### config.mk
export PLATFORM = sky130hd
export DESIGN_NAME = msi_bus_arbiter
export DESIGN_NICKNAME = d
export VERILOG_FILES = /design/src/rtl/msi_bus_arbiter.sv
export SDC_FILE = /design/constraint.sdc
export NUM_CORES = 1
export LEC_CHECK = 0
export ABC_CLOCK_PERIOD_IN_PS = 2280
export CORE_ASPECT_RATIO = 1.25
export CORE_MARGIN = 5
export CORE_UTILIZATION = 40
export DETAILED_ROUTE_END_ITERATION = 16
export MAX_ROUTING_LAYER = met4
export PLACE_DENSITY = 0.75
export SYNTH_ARGS = -nofsm -noshare
export SYNTH_HDL_FRONTEND = slang
export SYNTH_SLANG_ARGS = --single-unit
### constraint.sdc
create_clock -name clk -period 2.28 [get_ports clk]
set_input_delay 0.456 -clock clk [delete_from_list [all_inputs] [get_ports clk]]
set_output_delay 0.456 -clock clk [all_outputs]
set_load 0.05 [all_outputs]
### src/rtl/msi_bus_arbiter.sv
// rtl/msi_bus_arbiter.sv - snooping-bus sequencer for two MSI cache controllers
// Sticky per-CPU request capture, round-robin pick, snoop, then C2C/MEM/INVAL grant.
module msi_bus_arbiter #(
  parameter int ADDR_W      = 13,
  parameter int DATA_W      = 16,
  parameter int MEM_TIMEOUT = 64
) (
  input  logic              clk,
  input  logic              rst,
  input  logic [1:0]        read_miss,
  input  logic [1:0]        write_miss,
  input  logic [1:0]        invalidate,
  input  logic [ADDR_W-1:0] BICO0,
  input  logic [ADDR_W-1:0] BICO1,
  input  logic [1:0]        cpu_search_found,
  input  logic [DATA_W-1:0] send_other_proc_data0,
  input  logic [DATA_W-1:0] send_other_proc_data1,
  input  logic              u_rdy,
  output logic [1:0]        grant,
  output logic [1:0]        cpu_search,
  output logic [ADDR_W-1:0] BOCI0,
  output logic [ADDR_W-1:0] BOCI1,
  output logic [1:0]        invalidate_from_other_cpu,
  output logic [1:0]        cpu_datasel0,
  output logic [1:0]        cpu_datasel1,
  output logic [DATA_W-1:0] other_proc_data0,
  output logic [DATA_W-1:0] other_proc_data1,
  output logic              bus_busy,
  output logic              bus_error
);

  typedef enum logic [2:0] {
    S_IDLE, S_SNOOP, S_C2C, S_MEM, S_INVAL, S_REL
  } state_t;

  localparam logic [1:0] OP_READ  = 2'd0;
  localparam logic [1:0] OP_WRITE = 2'd1;
  localparam logic [1:0] OP_INVAL = 2'd2;
  localparam int CNT_W = (MEM_TIMEOUT > 2) ? $clog2(MEM_TIMEOUT) : 1;

  state_t              state_q;
  logic [1:0]          pend_q;
  logic [1:0]          op_q   [2];
  logic [ADDR_W-1:0]   addr_q [2];
  logic                last_q;
  logic                win_q;
  logic [1:0]          cur_op_q;
  logic [ADDR_W-1:0]   cur_addr_q;
  logic [CNT_W-1:0]    cnt_q;

  logic [1:0]          req_any;
  logic [1:0]          new_op   [2];
  logic [ADDR_W-1:0]   bico     [2];
  logic [1:0]          eff_pend;
  logic [1:0]          eff_op   [2];
  logic [ADDR_W-1:0]   eff_addr [2];
  logic                pick;
  logic                peer;
  logic                timeout;

  logic [ADDR_W-1:0]   boci [2];
  logic [1:0]          dsel [2];
  logic [DATA_W-1:0]   opd  [2];
  logic [DATA_W-1:0]   send [2];

  assign bico[0] = BICO0;
  assign bico[1] = BICO1;
  assign send[0] = send_other_proc_data0;
  assign send[1] = send_other_proc_data1;
  assign req_any = read_miss | write_miss | invalidate;
  assign peer    = ~win_q;

  // A request seen this cycle counts as pending so IDLE can win it immediately.
  always_comb begin
    for (int i = 0; i < 2; i++) begin
      new_op[i]   = write_miss[i] ? OP_WRITE : (invalidate[i] ? OP_INVAL : OP_READ);
      eff_op[i]   = pend_q[i] ? op_q[i]   : new_op[i];
      eff_addr[i] = pend_q[i] ? addr_q[i] : bico[i];
    end
    eff_pend = pend_q | req_any;
    pick     = (eff_pend == 2'b11) ? ~last_q : eff_pend[1];
  end

  assign timeout = (MEM_TIMEOUT != 0) && (state_q == S_MEM) && !u_rdy &&
                   (cnt_q == CNT_W'(MEM_TIMEOUT - 1));

  always_ff @(posedge clk or posedge rst) begin
    if (rst) begin
      state_q    <= S_IDLE;
      pend_q     <= 2'b00;
      op_q[0]    <= OP_READ;
      op_q[1]    <= OP_READ;
      addr_q[0]  <= '0;
      addr_q[1]  <= '0;
      last_q     <= 1'b1;
      win_q      <= 1'b0;
      cur_op_q   <= OP_READ;
      cur_addr_q <= '0;
      cnt_q      <= '0;
    end else begin
      for (int i = 0; i < 2; i++) begin
        if (!pend_q[i] && req_any[i]) begin
          pend_q[i] <= 1'b1;
          op_q[i]   <= new_op[i];
          addr_q[i] <= bico[i];
        end
      end
      case (state_q)
        S_IDLE: begin
          if (|eff_pend) begin
            win_q      <= pick;
            cur_op_q   <= eff_op[pick];
            cur_addr_q <= eff_addr[pick];
            state_q    <= S_SNOOP;
          end
        end
        S_SNOOP: begin
          cnt_q <= '0;
          if (cur_op_q != OP_READ)         state_q <= S_INVAL;
          else if (cpu_search_found[peer]) state_q <= S_C2C;
          else                             state_q <= S_MEM;
        end
        S_C2C: begin
          cnt_q <= cnt_q + 1'b1;
          if (cnt_q == CNT_W'(1)) state_q <= S_REL;
        end
        S_MEM: begin
          cnt_q <= cnt_q + 1'b1;
          if (u_rdy || timeout) state_q <= S_REL;
        end
        S_INVAL: state_q <= S_REL;
        S_REL: begin
          pend_q[win_q] <= 1'b0;
          last_q        <= win_q;
          state_q       <= S_IDLE;
        end
        default: state_q <= S_IDLE;
      endcase
    end
  end

  // Bus outputs decode from registered state; only the peer data path is a live mux.
  always_comb begin
    grant                     = 2'b00;
    cpu_search                = 2'b00;
    invalidate_from_other_cpu = 2'b00;
    boci[0] = '0;
    boci[1] = '0;
    dsel[0] = 2'b00;
    dsel[1] = 2'b00;
    opd[0]  = '0;
    opd[1]  = '0;
    case (state_q)
      S_SNOOP: begin
        cpu_search[peer] = 1'b1;
        boci[peer]       = cur_addr_q;
      end
      S_C2C: begin
        grant[win_q]     = 1'b1;
        cpu_search[peer] = 1'b1;
        boci[peer]       = cur_addr_q;
        dsel[win_q]      = 2'b01;
        opd[win_q]       = send[peer];
      end
      S_MEM:   grant[win_q] = 1'b1;
      S_INVAL: begin
        grant[win_q]                    = 1'b1;
        invalidate_from_other_cpu[peer] = 1'b1;
        boci[peer]                      = cur_addr_q;
      end
      default: ;
    endcase
  end

  assign BOCI0            = boci[0];
  assign BOCI1            = boci[1];
  assign cpu_datasel0     = dsel[0];
  assign cpu_datasel1     = dsel[1];
  assign other_proc_data0 = opd[0];
  assign other_proc_data1 = opd[1];
  assign bus_busy         = (state_q != S_IDLE);
  assign bus_error        = timeout;

endmodule
Word-level counts from Yosys, hierarchy flattened
Index checks and enable logic that the tools add are counted.
{ "totals": {"regBits": 58, "out_inout_bits": 70} }
{ "classes": {"addsub": 1, "order_cmp": 9, "eq_ne": 11, "muxes": 46, "n_bitwise": 12, "reduce_logical": 23} }
{ "ops": {"columns": ["op", "count"], "rows": [
  ["2-to-1 mux 13 bit", 6],
  ["2-to-1 mux 16 bit", 4],
  ["bitwise AND 32 bit", 1],
  ["2-to-1 mux 32 bit", 1],
  ["2-to-1 mux 2 bit", 14],
  ["bitwise AND 26 bit", 1],
  ["2-to-1 mux 26 bit", 1],
  ["demux 16 bit (select 1 bit)", 1],
  ["2-to-1 mux 3 bit", 5],
  ["one-hot mux 3 bit (5 select lines)", 1],
  ["demux 13 bit (select 1 bit)", 1],
  ["one-hot mux 6 bit (2 select lines)", 1],
  ["logical AND 1 bit", 8],
  ["2-to-1 mux 1 bit", 8],
  ["adder 6 x 1 -> 6 bit, second input constant", 1],
  ["equality test 3 x 2 -> 1 bit, second input constant", 2],
  ["equality test 3 bit, second input constant", 2],
  ["equality test 6 x 1 -> 1 bit, second input constant", 1],
  ["equality test 6 bit, second input constant", 1],
  ["greater-or-equal comparator 2 bit, second input constant", 3],
  ["inverter 1 -> 2 bit", 3],
  ["bitwise OR 2 bit", 3],
  ["OR reduction 2 bit", 3],
  ["OR reduction 3 bit", 2],
  ["other kinds (19)", 28]
]} }

Logic depth before layout (Yosys ltp)
Gate-level depths: netlist of run 1.
{ "depth": {"ltp_word": 9, "ltp_mapped": 6} }

Worst setup path before layout of run 1
Ideal clock, no wire load.
{ "synth_path": {"path_type": "flip-flop to output port", "start": "register cnt_q[0]", "end": "output port bus_error", "t_arrival_ns": 2.180, "path_slack_ns": -0.356, "path_stages_with_launch": 4, "path_cell_list": "dfrtp_1 > ha_1 > nand3_1 > nor4_1"} }
{ "synth_between": {"elab_chain_cells": 2} }
{ "synth_rtl": {"columns": ["element", "line", "text"], "rows": [
  ["from (decl)", "49", "logic [CNT_W-1:0] cnt_q;"],
  ["from (signal assigned)", "124", "cnt_q <= cnt_q + 1'b1;"],
  ["from (signal assigned)", "128", "cnt_q <= cnt_q + 1'b1;"],
  ["equality test 6 bit", "85", "(cnt_q == CNT_W'(MEM_TIMEOUT - 1));"],
  ["logical AND 1 bit", "84", "assign timeout = (MEM_TIMEOUT != 0) && (state_q == S_MEM) && !u_rdy &&"],
  ["to (decl)", "29", "output logic bus_error"]
]} }
No other way between the ends.

Worst setup path in the final report of run 1
{ "layout_path": {"start": "register state_q[1]", "end": "output port BOCI0[3]"} }
{ "layout_between": {"elab_chain_cells": 3} }
{ "layout_rtl": {"columns": ["element", "line", "text"], "rows": [
  ["from (decl)", "41", "state_t state_q;"],
  ["from (signal assigned)", "89", "state_q <= S_IDLE;"],
  ["from (signal assigned)", "114", "state_q <= S_SNOOP;"],
  ["from (signal assigned)", "119", "if (cur_op_q != OP_READ) state_q <= S_INVAL;"],
  ["equality test 3 x 2 -> 1 bit (tied with other cells)", "153", "case (state_q)"],
  ["OR reduction 3 bit (no line) *", null, null],
  ["2-to-1 mux 26 bit *", null, null],
  ["to (decl)", "21", "output logic [ADDR_W-1:0] BOCI0,"]
]} }
Every way passes the cells marked *; elsewhere a longest branch is shown, timed or not.

==> impl_metrics.yaml, run 1 <==
power:
  combPwrFrac: 0.651
  netSwitchingPower_uw: 3655
  worst_ir_drop_vdd_uv: 1328
  sw_frac_of_total: 0.4290
  p_leak_uw: 0.002693
  pwr-share-clk: 0.124
  powerDensity_mw_per_mm2: 1426
  seqPwrFrac: 0.224
  p_int_uw: 4865
run:
  drv_cap: 0
finish:
  drive_above_1_share: 0.3528
  fin_nets: 562
  area_delta_synth_final_pct: 74.91
  diodes: 0
  finalNonFillerCells: 593
  layout_commonest_cell: "buf_12"
  final_cell_mix: "buf_12 (72), clkdlybuf4s50_1 (68), dfrtp_1 (54)"
sta:
  fin_crit_ps: 2260
  hold_viol_final: 0
  fin_tns_setup_ps: 0
  slew_viol_final: 0
  rsz0062_at_grt: "yes"
  skew_ps: 9.238
  timing.fmax_ghz: 0.4424
  setup_viol: 0
  setup_slack_ps: 19.85
  fin_crit_sh: 0.9913
  hold-worst-slack_ps: 500.1
grt:
  grt_use_total: 0.2091
  grt_overflow_total: 0
  antenna_found_initial: 0
  grt_start_max_net_pins: 59
  grt_pass1_wl_mm: 16.72
  grt_pass1_vias: 3296
clock_network:
  clock_sink_count: 58
  clk_pin_slew_ps: 70
  cts_tree: "built"
  htree_levels: 3
  cts_hold_buffers: 0
  root_buffer: "clkbuf_8"
  worstSkewPairLatency_ps: 330
  cts_buffer_depth: 2
  numCtsBuffers: 9
routing:
  wirelength_mm: 10.69
  highest_layer: "met4"
  routedWlPerCell_um: 18.03
  ant_nets: 0
  drtIter0Drc: 113
  first_pass_iters: 4
  viasPerCell: 5.411
  wl_met2_mm: 5.436
  drc: 0
  wl_met3_mm: 1.026
  wl_met1_mm: 4.052
  vias: 3209
critical_path:
  rrSetupSlack_ps: 350
  rr_startpoint: "state_q[2]"
  reg2reg_depth: 7
  crit_type: "register to output pin"
  crit_arrival_ps: 1800
  path_max_fanout: 13
  r2r-end: "cur_addr_q[10]"
  crit_path_end_kind: "output pin"
  cp-start-kind: "register"
  cp.required_ps: 1820
yosys:
  seq_area_frac_synth: 0.4253
  synth_top_cell_area_share: 0.4176
  synth_cell_type_count: 45
  synth_cells: 343
  yosysTopAreaCell: "dfrtp_1"
  ys_warn_count: 0
  synth_edf_count: 0
  syn-cell-area_mm2: 0.003416
  synthArstFlopShare: 1.000
  synthTopCellsByArea: "dfrtp_1 (42%), and2_1 (11%), mux2_2 (8.9%), mux2i_1 (7.9%), a22o_1 (4.6%)"
  ys_ff_latch: 58
  ys.flop_type: "dfrtp_1"
  avgSynthCellArea_um2: 9.959
placed_design:
  hpwl_mm: 8.195
  dp.cells: 573
  portBuffers: 136
  routabilityCongestion: 0.8352
  dpl_worst_slack_ps: -9.721
floorplan:
  initial_core_util: 0.4122
  num_io_pins: 139
  die_height_um: 113.3
  die_width_um: 92.66
  core-area_mm2: 0.008287
  die_area_mm2: 0.01050
  rows: 37
outcome:
  run_status: "completed"
worst_hold_path:
  hold_path_class: "input port to asynchronous set/reset pin"
[worst max path at each step]
stage | start | to | slack, ps | cells after the start
after floorplan | state_q[2] | other_proc_data0[11] | 20 | 4
after global placement | write_miss[1] | cur_addr_q[12] | 70 | 6
after detailed placement | write_miss[1] | cur_addr_q[9] | -10 | 6
after CTS | state_q[2] | BOCI1[1] | 4 | 5
after global routing | state_q[1] | BOCI0[7] | -50 | 5
final | state_q[1] | BOCI0[3] | 20 | 5
[cell families after synthesis]
family | after synthesis | synth area share
compound gates | 66 | 0.1322
buf+inv | 31 | 0.04798
simple gates | 130 | 0.2154
xor+xnor | 1 | 0.002565
other cells | 1 | 0.001098
mux | 54 | 0.1681
flops | 58 | 0.4253
fa+ha+maj | 2 | 0.007325
[power by group through the flow]
stage	Sequential [uW]	Clock, uW	Combinational [uW]
global placement	1860	0	5200
finish	1910	1060	5550
detailed placement	1890	0	5320
global route	1970	1120	5880
CTS	1880	1070	5420
floorplan	1750	0	3160
[routing by layer]
metal / GRT usage / vias to the layer above
met4: 0.06354 / 0
met2: 0.3606 / 161
met1: 0.2282 / 1544
li1: - / 1489
met5: - / -
met3: 0.06981 / 15
[Yosys cell counts, drive strengths merged, types with 5 or more instances]
cell / instances
o21ai: 15
inv: 7
nor3: 7
and2: 59
buf: 18
nor4: 5
dfrtp: 57
mux2i: 27
nor2: 12
a22o: 18
a21oi: 17
clkbuf: 6
nand2: 32
mux2: 27
[layout make-up]
class	instances	area, um^2
timing repair buffer	160	2276
clock inverter	5	77.57
fill	582	2312
sequential	58	1456
tap	97	121.4
clock buffer	11	141.4
multi-input combinational	255	1876
inverter	7	26.28
[critical path, stage by stage, from the launching register on]
cell and delay, ps:
dfrtp_2 450, nor2b_4 160, o311a_1 370, buf_12 150, and2_1 180, buf_12 150
[repair_timing]
action                                  in CTS  in global routing
endpoints found under the setup margin      44                 62
buffers inserted                             4                  0
resized for setup                            2                 25
hold endpoints to repair                     0                  0
pin swaps                                    2                  2
[state kept, by name, indices dropped and copies added, names as in the netlist]
name,count
cnt_q,6
cur_addr_q,13
pend_q,2
win_q,1
last_q,1
addr_q,26
op_q,4
state_q,3
cur_op_q,2
[metrics by stage]
stage                     cell area (um^2)  utilization  total power [uW]
final                                 5974       0.7210              8519
after global routing                  5974       0.7210              8973
after CTS                             5904       0.7125              8365
after detailed placement              5652       0.6820              7211
after global placement                5652       0.6820              7061
after floorplan                       3428            -              4904
Power figures use the tool's default switching activity.
==> inputs of run 2 (changes only) <==
--- a/config.mk
+++ b/config.mk
@@ -10,8 +10,10 @@
 export CORE_MARGIN = 5
 export CORE_UTILIZATION = 40
 export DETAILED_ROUTE_END_ITERATION = 16
+export GPL_TIMING_DRIVEN = 0
 export MAX_ROUTING_LAYER = met4
 export PLACE_DENSITY = 0.75
+export RECOVER_POWER = 100
 export SYNTH_ARGS = -nofsm -noshare
 export SYNTH_HDL_FRONTEND = slang
 export SYNTH_SLANG_ARGS = --single-unit
==> run 2 against run 1 <==
  * The flow now finishes with violations (setup timing)
  * Clock skew down 4.1 ps
  * Sequential share of layout area up 2.4 points
  * First-iteration DRC count up 53%
  * Worst setup slack worse by 54 ps
  * Clock power up 7%
  * Critical path depth up 1
==> impl_metrics.yaml, run 2 (synthesis gave the netlist of run 1 again) <==
routing:
  first_pass_iters: 4
  drc: 0
  viasPerCell: 5.228
  drtIter0Drc: 173
  routedWlPerCell_um: 17.26
  wirelength_mm: 10.45
  vias: 3163
  ant_nets: 0
outcome:
  run_status: "complete, but fails checks"
  failed_checks: "setup timing"
critical_path:
  path_max_fanout: 6
  reg2reg_depth: 5
  rrSetupSlack_ps: 160
  cp-start-kind: "register"
  cp.required_ps: 1820
  rr_startpoint: "pend_q[1]"
  crit_type: "register to output pin"
  r2r-end: "cur_addr_q[1]"
  crit_path_end_kind: "output pin"
  crit_arrival_ps: 1860
grt:
  antenna_found_initial: 0
  grt_pass1_wl_mm: 15.86
  grt_use_total: 0.1950
  grt_start_max_net_pins: 41
  grt_pass1_vias: 3330
  grt_overflow_total: 0
floorplan:
  core-area_mm2: 0.008287
  initial_core_util: 0.4122
  rows: 37
  die_height_um: 113.3
  num_io_pins: 139
  die_area_mm2: 0.01050
  die_width_um: 92.66
sta:
  setup_viol: 14
  timing.fmax_ghz: 0.4321
  fin_crit_ps: 2314
  skew_ps: 5.110
  worst_slew_pin_slew_ps: 744.9
  setup_slack_ps: -34.11
  fin_crit_sh: 1.015
  hold_viol_final: 0
  rsz0062_at_grt: "yes"
  slew_viol_final: 0
  relSlewSlack: 0.5028
finish:
  area_delta_synth_final_pct: 59.12
  layout_commonest_cell: "clkdlybuf4s50_1"
  final_cell_mix: "clkdlybuf4s50_1 (65), dfrtp_1 (55), and2_1 (38)"
  finalNonFillerCells: 605
  drive_above_1_share: 0.3642
  multi_input_area_mm2: 0.001949
  nFillCells: 700
  seqCellArea_mm2: 0.001455
  top_register: "addr_q"
  top_regs: "addr_q x26, cur_addr_q x13, cnt_q x6"
  fin_util: 0.6559
  largest_reg_flops: 26
  diodes: 0
  fin_nets: 574
placed_design:
  hpwl_mm: 7.725
  routabilityCongestion: 0.8218
  dpl_worst_slack_ps: -583.7
  portBuffers: 136
  dp.cells: 578
clock_network:
  cts_buffer_depth: 2
  clk_pin_slew_ps: 60
  clock_sink_count: 58
  worstSkewPairLatency_ps: 340
  htree_levels: 3
  cts_tree: "built"
  numCtsBuffers: 9
  root_buffer: "clkbuf_8"
worst_hold_path:
  hold_path_class: "register to register"
  holdPathStages: 2
  min_from: "last_q"
  hold_end: "last_q"
power:
  worst_ir_drop_vdd_uv: 1507
  powerDensity_mw_per_mm2: 1488
  p_leak_uw: 0.002567
  total_power_uw: 8087
run:
  drv_cap: 0
[run 2: cell types whose count changed in the layout (fill, tap and decap cells not counted), moves of 4 or more]
cell	delta
buf_12	-72
buf_6	+16
buf_8	+14
clkbuf_2	+13
buf_4	+12
clkdlybuf4s15_2	+11
and2_1	-5
clkbuf_1	+5
and2_4	+4
clkbuf_8	+4
[run 2: repair_timing]
item,4_1_cts,5_1_grt
pin swaps,4,2
endpoints found under the hold margin,0,0
setup endpoints to repair,68,56
buffers inserted,2,3
gates cloned,0,6
hold buffers,0,0
resized for setup,389,78
[run 2: area by class of cell]
class                      instances  share of cell area
multi-input combinational        257              0.3587
sequential                        58              0.2677
timing repair buffer             146              0.2657
buffer                            24             0.03706
clock buffer                      12             0.03039
tap                               97             0.02233
clock inverter                     4             0.01335
inverter                           7            0.004834
[run 2: critical path: stages (launching register included)]
cell and delay (ps):
dfrtp_1 390, buf_6 140, nor2b_4 130, o311a_4 400, clkbuf_16 170, and2_4 150, buf_6 140
[run 2: routing by layer]
layer	global-route usage	vias to the layer above	wire (um)	part of all wire
li1	-	1514	-	-
met3	0.04920	16	812	0.078
met1	0.2261	1498	4184	0.40
met4	0.05376	0	170	0.016
met2	0.3354	135	5277	0.51
met5	-	-	0	0
[run 2: metrics by stage]
stage / hold slack, ps / cell area (um^2) / TNS, ps
after floorplan: 457.6 / 3428 / 0
after global placement: 471.8 / 4911 / -65030
after detailed placement: 493.3 / 4931 / -27530
after CTS: 457.9 / 5239 / -459.6
after global routing: 527.0 / 5435 / -1616
final: 499.7 / 5435 / -305.8
[run 2: worst max-delay path by stage]
stage / from / to / slack [ps]
after floorplan: state_q[2] / other_proc_data0[11] / 20
after global placement: rst / addr_q[5] / -710
after detailed placement: state_q[1] / BOCI1[10] / -580
after CTS: state_q[2] / BOCI1[4] / -30
after global routing: state_q[1] / BOCI1[11] / -100
final: state_q[2] / BOCI0[3] / -30
[run 2: power by group]
| part | total, uW | leakage (uW) | switching, uW | internal, uW |
|---|---|---|---|---|
| Combinational | 5080 | 0.00176 | 2830 | 2250 |
| Clock | 1130 | 0.000119 | 423 | 703 |
| Sequential | 1880 | 0.000693 | 350 | 1530 |
| Total | 8090 | 0.00257 | 3600 | 4490 |
